## config.mk

```make
export PLATFORM = sky130hd
export DESIGN_NAME = regfile_access_ctrl_flat
export DESIGN_NICKNAME = d
export VERILOG_FILES = /design/src/rtl/regfile_access_ctrl_if.sv /design/src/rtl/regfile_access_ctrl.sv /design/src/flat_wrapper.sv
export SDC_FILE = /design/constraint.sdc
export NUM_CORES = 1
export LEC_CHECK = 0
export ABC_AREA = 1
export BUFFER_PORTS_ARGS = -buffer_cell sky130_fd_sc_hd__buf_4
export CORE_MARGIN = 3
export CORE_UTILIZATION = 55
export DETAILED_ROUTE_END_ITERATION = 7
export PLACE_DENSITY = 0.83
export SETUP_SLACK_MARGIN = 0.1
export SLEW_MARGIN = 30
export SYNTH_ARGS = -nofsm -noshare
export SYNTH_HDL_FRONTEND = slang
export SYNTH_SLANG_ARGS = --single-unit
```

## constraint.sdc

```tcl
create_clock -name clk -period 7.4 [get_ports clk]
set_input_delay 0.37 -clock clk [delete_from_list [all_inputs] [get_ports clk]]
set_output_delay 0.37 -clock clk [all_outputs]
set_load 0.05 [all_outputs]
```

## src/rtl/regfile_access_ctrl_if.sv

```systemverilog
// Bundle between decode/writeback/register-file and the access controller.
// Carries the operand-fetch channel, the writeback channel and the register-file ports.
interface regfile_access_ctrl_if #(
   parameter int DATA_W    = 16,
   parameter int ADDR_W    = 5,
   parameter int WBQ_DEPTH = 4
);
   localparam int CNT_W = $clog2(WBQ_DEPTH) + 1;

   // op_* and wb_* are valid/ready channels: a transfer happens on a rising edge
   // where both valid and ready are high. ready never depends on valid.
   logic                op_valid;
   logic                op_ready;
   logic [ADDR_W-1:0]   op_rs;
   logic [ADDR_W-1:0]   op_rt;

   logic                opd_valid;
   logic [DATA_W-1:0]   opd_a;
   logic [DATA_W-1:0]   opd_b;

   logic                wb_valid;
   logic                wb_ready;
   logic [ADDR_W-1:0]   wb_addr;
   logic [DATA_W-1:0]   wb_data;

   logic [ADDR_W-1:0]   rf_rd_addr1;
   logic [ADDR_W-1:0]   rf_rd_addr2;
   logic [DATA_W-1:0]   rf_rd_data1;
   logic [DATA_W-1:0]   rf_rd_data2;
   logic [ADDR_W-1:0]   rf_wr_addr;
   logic [DATA_W-1:0]   rf_wr_data;

   logic [CNT_W-1:0]    wbq_count;

   modport slave (
      input  op_valid, op_rs, op_rt,
      input  wb_valid, wb_addr, wb_data,
      input  rf_rd_data1, rf_rd_data2,
      output op_ready, opd_valid, opd_a, opd_b,
      output wb_ready, rf_rd_addr1, rf_rd_addr2,
      output rf_wr_addr, rf_wr_data, wbq_count
   );

   modport master (
      output op_valid, op_rs, op_rt,
      output wb_valid, wb_addr, wb_data,
      output rf_rd_data1, rf_rd_data2,
      input  op_ready, opd_valid, opd_a, opd_b,
      input  wb_ready, rf_rd_addr1, rf_rd_addr2,
      input  rf_wr_addr, rf_wr_data, wbq_count
   );
endinterface

```

## src/rtl/regfile_access_ctrl.sv

```systemverilog
// Register-file access controller: 3-cycle operand fetch with forwarding from a
// writeback FIFO that drains onto the single write port whenever no read is in flight.
module regfile_access_ctrl #(
   parameter int DATA_W    = 16,
   parameter int ADDR_W    = 5,
   parameter int WBQ_DEPTH = 4
) (
   input  logic                  clk,
   input  logic                  rst,
   regfile_access_ctrl_if.slave  bus,
   output logic [1:0]            dbgState
);
   localparam int PTR_W = $clog2(WBQ_DEPTH);
   localparam int CNT_W = $clog2(WBQ_DEPTH) + 1;

   typedef enum logic [1:0] {
      IDLE = 2'd0,
      READ = 2'd1,
      RESP = 2'd2
   } stateT;

   stateT               state;
   logic [ADDR_W-1:0]   rsReg;
   logic [ADDR_W-1:0]   rtReg;
   logic                opdValid;
   logic [DATA_W-1:0]   opdA;
   logic [DATA_W-1:0]   opdB;

   logic [ADDR_W-1:0]   qAddr [WBQ_DEPTH];
   logic [DATA_W-1:0]   qData [WBQ_DEPTH];
   logic [PTR_W-1:0]    head;
   logic [PTR_W-1:0]    tail;
   logic [CNT_W-1:0]    count;
   logic [DATA_W-1:0]   wrDataHold;

   logic                opReady;
   logic                wbReady;
   logic                push;
   logic                pop;
   logic [PTR_W-1:0]    fwdIdx;
   logic [DATA_W-1:0]   fwdA;
   logic [DATA_W-1:0]   fwdB;

   assign opReady = !rst && (state == IDLE);
   assign wbReady = !rst && (count != CNT_W'(WBQ_DEPTH));
   // Writes to R0 complete the handshake but never occupy a queue slot.
   assign push    = bus.wb_valid && wbReady && (bus.wb_addr != '0);
   assign pop     = !rst && (state != READ) && (count != '0);

   // Youngest match wins: queue scanned oldest to youngest, then the same-cycle push.
   always_comb begin
      fwdIdx = '0;
      fwdA   = bus.rf_rd_data1;
      fwdB   = bus.rf_rd_data2;
      for (int i = 0; i < WBQ_DEPTH; i++) begin
         fwdIdx = head + PTR_W'(i);
         if (CNT_W'(i) < count) begin
            if (qAddr[fwdIdx] == rsReg) fwdA = qData[fwdIdx];
            if (qAddr[fwdIdx] == rtReg) fwdB = qData[fwdIdx];
         end
      end
      if (push && (bus.wb_addr == rsReg)) fwdA = bus.wb_data;
      if (push && (bus.wb_addr == rtReg)) fwdB = bus.wb_data;
      if (rsReg == '0) fwdA = '0;
      if (rtReg == '0) fwdB = '0;
   end

   always_ff @(posedge clk) begin
      if (rst) begin
         state    <= IDLE;
         rsReg    <= '0;
         rtReg    <= '0;
         opdValid <= 1'b0;
         opdA     <= '0;
         opdB     <= '0;
      end else begin
         case (state)
            IDLE: begin
               opdValid <= 1'b0;
               if (bus.op_valid) begin
                  rsReg <= bus.op_rs;
                  rtReg <= bus.op_rt;
                  state <= READ;
               end
            end
            READ: begin
               opdA     <= fwdA;
               opdB     <= fwdB;
               opdValid <= 1'b1;
               state    <= RESP;
            end
            RESP: begin
               opdValid <= 1'b0;
               state    <= IDLE;
            end
            default: begin
               opdValid <= 1'b0;
               state    <= IDLE;
            end
         endcase
      end
   end

   // Queue storage needs no reset; occupancy is tracked by count.
   always_ff @(posedge clk) begin
      if (push) begin
         qAddr[tail] <= bus.wb_addr;
         qData[tail] <= bus.wb_data;
      end
   end

   always_ff @(posedge clk) begin
      if (rst) begin
         head       <= '0;
         tail       <= '0;
         count      <= '0;
         wrDataHold <= '0;
      end else begin
         if (push) tail <= tail + PTR_W'(1);
         if (pop) begin
            head       <= head + PTR_W'(1);
            wrDataHold <= qData[head];
         end
         case ({push, pop})
            2'b10:   count <= count + CNT_W'(1);
            2'b01:   count <= count - CNT_W'(1);
            default: count <= count;
         endcase
      end
   end

   assign bus.op_ready    = opReady;
   assign bus.wb_ready    = wbReady;
   assign bus.opd_valid   = opdValid;
   assign bus.opd_a       = opdA;
   assign bus.opd_b       = opdB;
   assign bus.rf_rd_addr1 = rsReg;
   assign bus.rf_rd_addr2 = rtReg;
   // rf_wr_data keeps the last drained value between writes.
   assign bus.rf_wr_addr  = pop ? qAddr[head] : '0;
   assign bus.rf_wr_data  = pop ? qData[head] : wrDataHold;
   assign bus.wbq_count   = count;
   assign dbgState        = state;
endmodule
```

## src/flat_wrapper.sv

```systemverilog
// flat-port wrapper written by rule: the top's interface ports become plain ports
module regfile_access_ctrl_flat 
#(
   parameter int DATA_W    = 16,
   parameter int ADDR_W    = 5,
   parameter int WBQ_DEPTH = 4
)
  (clk, rst, dbgState, bus_op_valid, bus_op_rs, bus_op_rt, bus_wb_valid, bus_wb_addr, bus_wb_data, bus_rf_rd_data1, bus_rf_rd_data2, bus_op_ready, bus_opd_valid, bus_opd_a, bus_opd_b, bus_wb_ready, bus_rf_rd_addr1, bus_rf_rd_addr2, bus_rf_wr_addr, bus_rf_wr_data, bus_wbq_count);
  regfile_access_ctrl_if #(.DATA_W(DATA_W), .ADDR_W(ADDR_W), .WBQ_DEPTH(WBQ_DEPTH)) bus_i ();
  input  logic clk;
  input  logic rst;
  output logic [1:0] dbgState;
  input wire logic [$bits(bus_i.op_valid)-1:0] bus_op_valid;
  input wire logic [$bits(bus_i.op_rs)-1:0] bus_op_rs;
  input wire logic [$bits(bus_i.op_rt)-1:0] bus_op_rt;
  input wire logic [$bits(bus_i.wb_valid)-1:0] bus_wb_valid;
  input wire logic [$bits(bus_i.wb_addr)-1:0] bus_wb_addr;
  input wire logic [$bits(bus_i.wb_data)-1:0] bus_wb_data;
  input wire logic [$bits(bus_i.rf_rd_data1)-1:0] bus_rf_rd_data1;
  input wire logic [$bits(bus_i.rf_rd_data2)-1:0] bus_rf_rd_data2;
  output wire logic [$bits(bus_i.op_ready)-1:0] bus_op_ready;
  output wire logic [$bits(bus_i.opd_valid)-1:0] bus_opd_valid;
  output wire logic [$bits(bus_i.opd_a)-1:0] bus_opd_a;
  output wire logic [$bits(bus_i.opd_b)-1:0] bus_opd_b;
  output wire logic [$bits(bus_i.wb_ready)-1:0] bus_wb_ready;
  output wire logic [$bits(bus_i.rf_rd_addr1)-1:0] bus_rf_rd_addr1;
  output wire logic [$bits(bus_i.rf_rd_addr2)-1:0] bus_rf_rd_addr2;
  output wire logic [$bits(bus_i.rf_wr_addr)-1:0] bus_rf_wr_addr;
  output wire logic [$bits(bus_i.rf_wr_data)-1:0] bus_rf_wr_data;
  output wire logic [$bits(bus_i.wbq_count)-1:0] bus_wbq_count;
  assign bus_i.op_valid = bus_op_valid;
  assign bus_i.op_rs = bus_op_rs;
  assign bus_i.op_rt = bus_op_rt;
  assign bus_i.wb_valid = bus_wb_valid;
  assign bus_i.wb_addr = bus_wb_addr;
  assign bus_i.wb_data = bus_wb_data;
  assign bus_i.rf_rd_data1 = bus_rf_rd_data1;
  assign bus_i.rf_rd_data2 = bus_rf_rd_data2;
  assign bus_op_ready = bus_i.op_ready;
  assign bus_opd_valid = bus_i.opd_valid;
  assign bus_opd_a = bus_i.opd_a;
  assign bus_opd_b = bus_i.opd_b;
  assign bus_wb_ready = bus_i.wb_ready;
  assign bus_rf_rd_addr1 = bus_i.rf_rd_addr1;
  assign bus_rf_rd_addr2 = bus_i.rf_rd_addr2;
  assign bus_rf_wr_addr = bus_i.rf_wr_addr;
  assign bus_rf_wr_data = bus_i.rf_wr_data;
  assign bus_wbq_count = bus_i.wbq_count;
  regfile_access_ctrl #(.DATA_W(DATA_W), .ADDR_W(ADDR_W), .WBQ_DEPTH(WBQ_DEPTH)) u_core (.clk(clk), .rst(rst), .bus(bus_i), .dbgState(dbgState));
endmodule
```

==> results_dict.tcl <==
set metrics [dict create \
    status "completed" \
    root_buffer "clkbuf_16" \
    cts.clk_slew.worst_paths_ns 0.07 \
    yosysSeqAreaShare 0.362 \
    maxSlewHeadroom 0.339 \
    synth-compound-area-share 0.112 \
    fin_crit_sh 0.540 \
    syn_area_sq_mm 0.0108 \
    synth_xor_area_frac 0.00969 \
    min_path_type "in2reg" \
    finalHoldViolCount 0 \
    io_buffer_count 137 \
    clockBufferDepth 2 \
    power_leakage_nw 6.44 \
    drtPass1Iterations 6 \
    endpoint_kind "flip-flop" \
    rsz0062_at_grt "false" \
    wl_um 40400 \
    rows 50 \
    drive_above_1_share 0.126 \
    setup_violations 0 \
    grt_usage 0.366 \
    regToRegStartpoint "u_core.head[0]$_SDFFE_PP0P_" \
    crit_path_top_delay_cell "nand3_2" \
    synth_seq_cells 154 \
    hp-start "bus_wb_data[2]" \
    die_x_um 146 \
    num_vias 11853 \
    slowest_delay_ns 0.60 \
    n_fill_cell 1804 \
    critPathLaunchType "flip-flop" \
    critPathMaxFanout 73 \
    yosysTopAreaCell "edfxtp_1" \
    synthTopCellsByArea "edfxtp_1 23%, nand2_1 23%, dfxtp_1 13%" \
    synth.distinct_cells 39 \
    antenna_found_initial 1 \
    initial_utilization 0.570 \
    synth_top_family_by_area "simple AND/OR/NAND/NOR gates" \
    total_power_mw 3.47 \
    synth_top_area_share 0.232 \
    cp_data_arrival_time_ns 4.32 \
    ys_async_sr_fraction 0 \
    synth-simple-area-share 0.404 \
    cts_sinks 154 \
    cts_setup_buffers 0 \
    cap_violations 0 \
    syn-num-nets 1786 \
    drt-initial-drc-count 1803 \
    grt_pass1_wl_um 60800 \
    synthTopCellsByCount "662 x nand2_1, 175 x nor2_1, 166 x inv_1" \
    grt_start_max_net_pins 74 \
    skew_ns 0.0182 \
    postRouteAntennaNets 0 \
    place.gp.congestion 0.984 \
    synth_edf_count 84 \
    clkLatencyLatePin_ns 0.44 \
    fmax_ghz 0.250 \
    htree_levels 4 \
    route.detailed.drc 0 \
    fin_nets 1864 \
    max-vdd-ir-drop_uv 151 \
    via_per_inst 5.75 \
    hpwl_um 28700 \
    area_delta_synth_final_pct 14.4 \
    finalCriticalPeriod_ns 3.99 \
    ys_dominant_reg_cell "edfxtp_1" \
    fp.dieArea_sq_mm 0.0214 \
    cts-buffers-inserted 17 \
    worst_slew_pin_slew_ns 0.991 \
    avgSynthCellArea_sq_um 6.34 \
    cp.required_ns 7.73 \
    core_area_sq_mm 0.0190 \
    path_buf_inv 2 \
    cp_top_family "simple AND/OR/NAND/NOR gates" \
    power_density_mw_per_mm2 280 \
    synth_mux_area_frac 0 \
    crit_type "reg2reg" \
    synthCells 1711 \
    grt_overflow 0 \
    routedWlPerCell_um 19.6 \
    cp_cell_sequence "buf_4 -> inv_2 -> nand2_8 -> nand2_4 -> nand2_1 -> nand2_1 -> nand2_1 -> nand2_1 -> nor2_1 -> nand3_2 -> nor2_1 -> nor2_1 -> nand2_1 -> nand2_1 -> nand2_1 -> nand2_1 -> nand2_1 -> nand2_1" \
    hold_buffers 0 \
    ios 138 \
    startpoint "u_core.head[0]$_SDFFE_PP0P_" \
    cts_resized 0 \
    finalMaxSlewViolations 0 \
    tritoncts "yes" \
    ys_warn_count 0 \
    antenna_cells 0 \
    cpMostUsedCell "nand2_1" \
    first_global_vias 10291 \
    die_y_um 146 \
    synth_most_common_cell "nand2_1" \
    final_util 0.652 \
    synthAdderAreaFrac 0.00923 \
    fin_tns_setup_ns 0 \
]
cell usage in the layout (no fill, tap or decap), drive strengths merged, types with 2 or more instances in the layout:
cell and n:
xor2 10, edfxtp 84, nand4 18, nand2 669
inv 180, a211oi 16, a21oi 74, clkbuf 18
or2 16, nor4 2, dfxtp 70, o211ai 2
and3 2, xnor2 2, and2 16, clkinv 4
ha 8, o21ai 122, o22ai 2, nand3 122
nand3b 8, o22a 8, nor2 185, nor3 12
buf 150
sequential cells by signal, indices dropped and copies added (netlist names), named ones only:
| register | count |
|---|---|
| u_core.head | 2 |
| u_core.bus.opd_b | 16 |
| u_core.bus.opd_valid | 1 |
| u_core.qAddr | 20 |
| u_core.bus.rf_rd_addr1 | 5 |
| u_core.wrDataHold | 16 |
| u_core.bus.opd_a | 16 |
| u_core.bus.wbq_count | 3 |
| u_core.bus.rf_rd_addr2 | 5 |
| u_core.tail | 2 |
| u_core.dbgState | 2 |
| u_core.qData | 64 |
logic make-up after synthesis:
group | Yosys count
fa+ha+maj | 8
xor+xnor | 12
simple gates | 1050
buf+inv | 262
flops | 154
compound gates | 225
per-stage QoR:
step / area, sq um / worst slack, ns / hold WS [ns] / cells
6_report: 12400 / 3.41 / 0.178 / 2062
5_1_grt: 12400 / 3.07 / 0.161 / 2062
4_1_cts: 12400 / 3.52 / 0.162 / 2062
3_5_place_dp: 11800 / 3.54 / 0.451 / 2030
3_3_place_gp: 11800 / 3.58 / 0.446 / 2030
2_1_floorplan: 10800 / 3.71 / 0.463 / 1711
final timing paths:
check	to	slack, ns	cells after the start
hold / removal	u_core.qData[0][2]$_DFFE_PP_	0.18	1
setup / recovery	u_core.bus.opd_b[2]$_SDFFE_PP0P_	3.41	18
setup reg to reg	u_core.bus.opd_b[2]$_SDFFE_PP0P_	3.41	18
hold reg to reg	u_core.bus.opd_b[12]$_SDFFE_PP0P_	0.46	2
final cells by class:
type                            count  area [sq um]  area share
Sequential cell                   154          3930       0.316
Tap cell                          260           325      0.0262
Multi-Input combinational cell   1295          5810       0.468
Clock buffer                       18           429      0.0346
Timing Repair Buffer              150          1130      0.0908
Clock inverter                     14           154      0.0124
Inverter                          171           642      0.0517
power breakdown:
| part | internal (mW) | switching [mW] |
|---|---|---|
| combinational | 0.413 | 1.14 |
| sequential | 0.958 | 0.0569 |
| clock | 0.481 | 0.426 |
per-layer routing:
metal | wire length, um | GRT usage | part of all wire
met4 | 550 | 0.0776 | 0.014
met5 | 13 | 0 | 0.00032
met3 | 6960 | 0.140 | 0.17
met1 | 17500 | 0.569 | 0.43
met2 | 15400 | 0.476 | 0.38
Power figures use the tool's default switching activity.
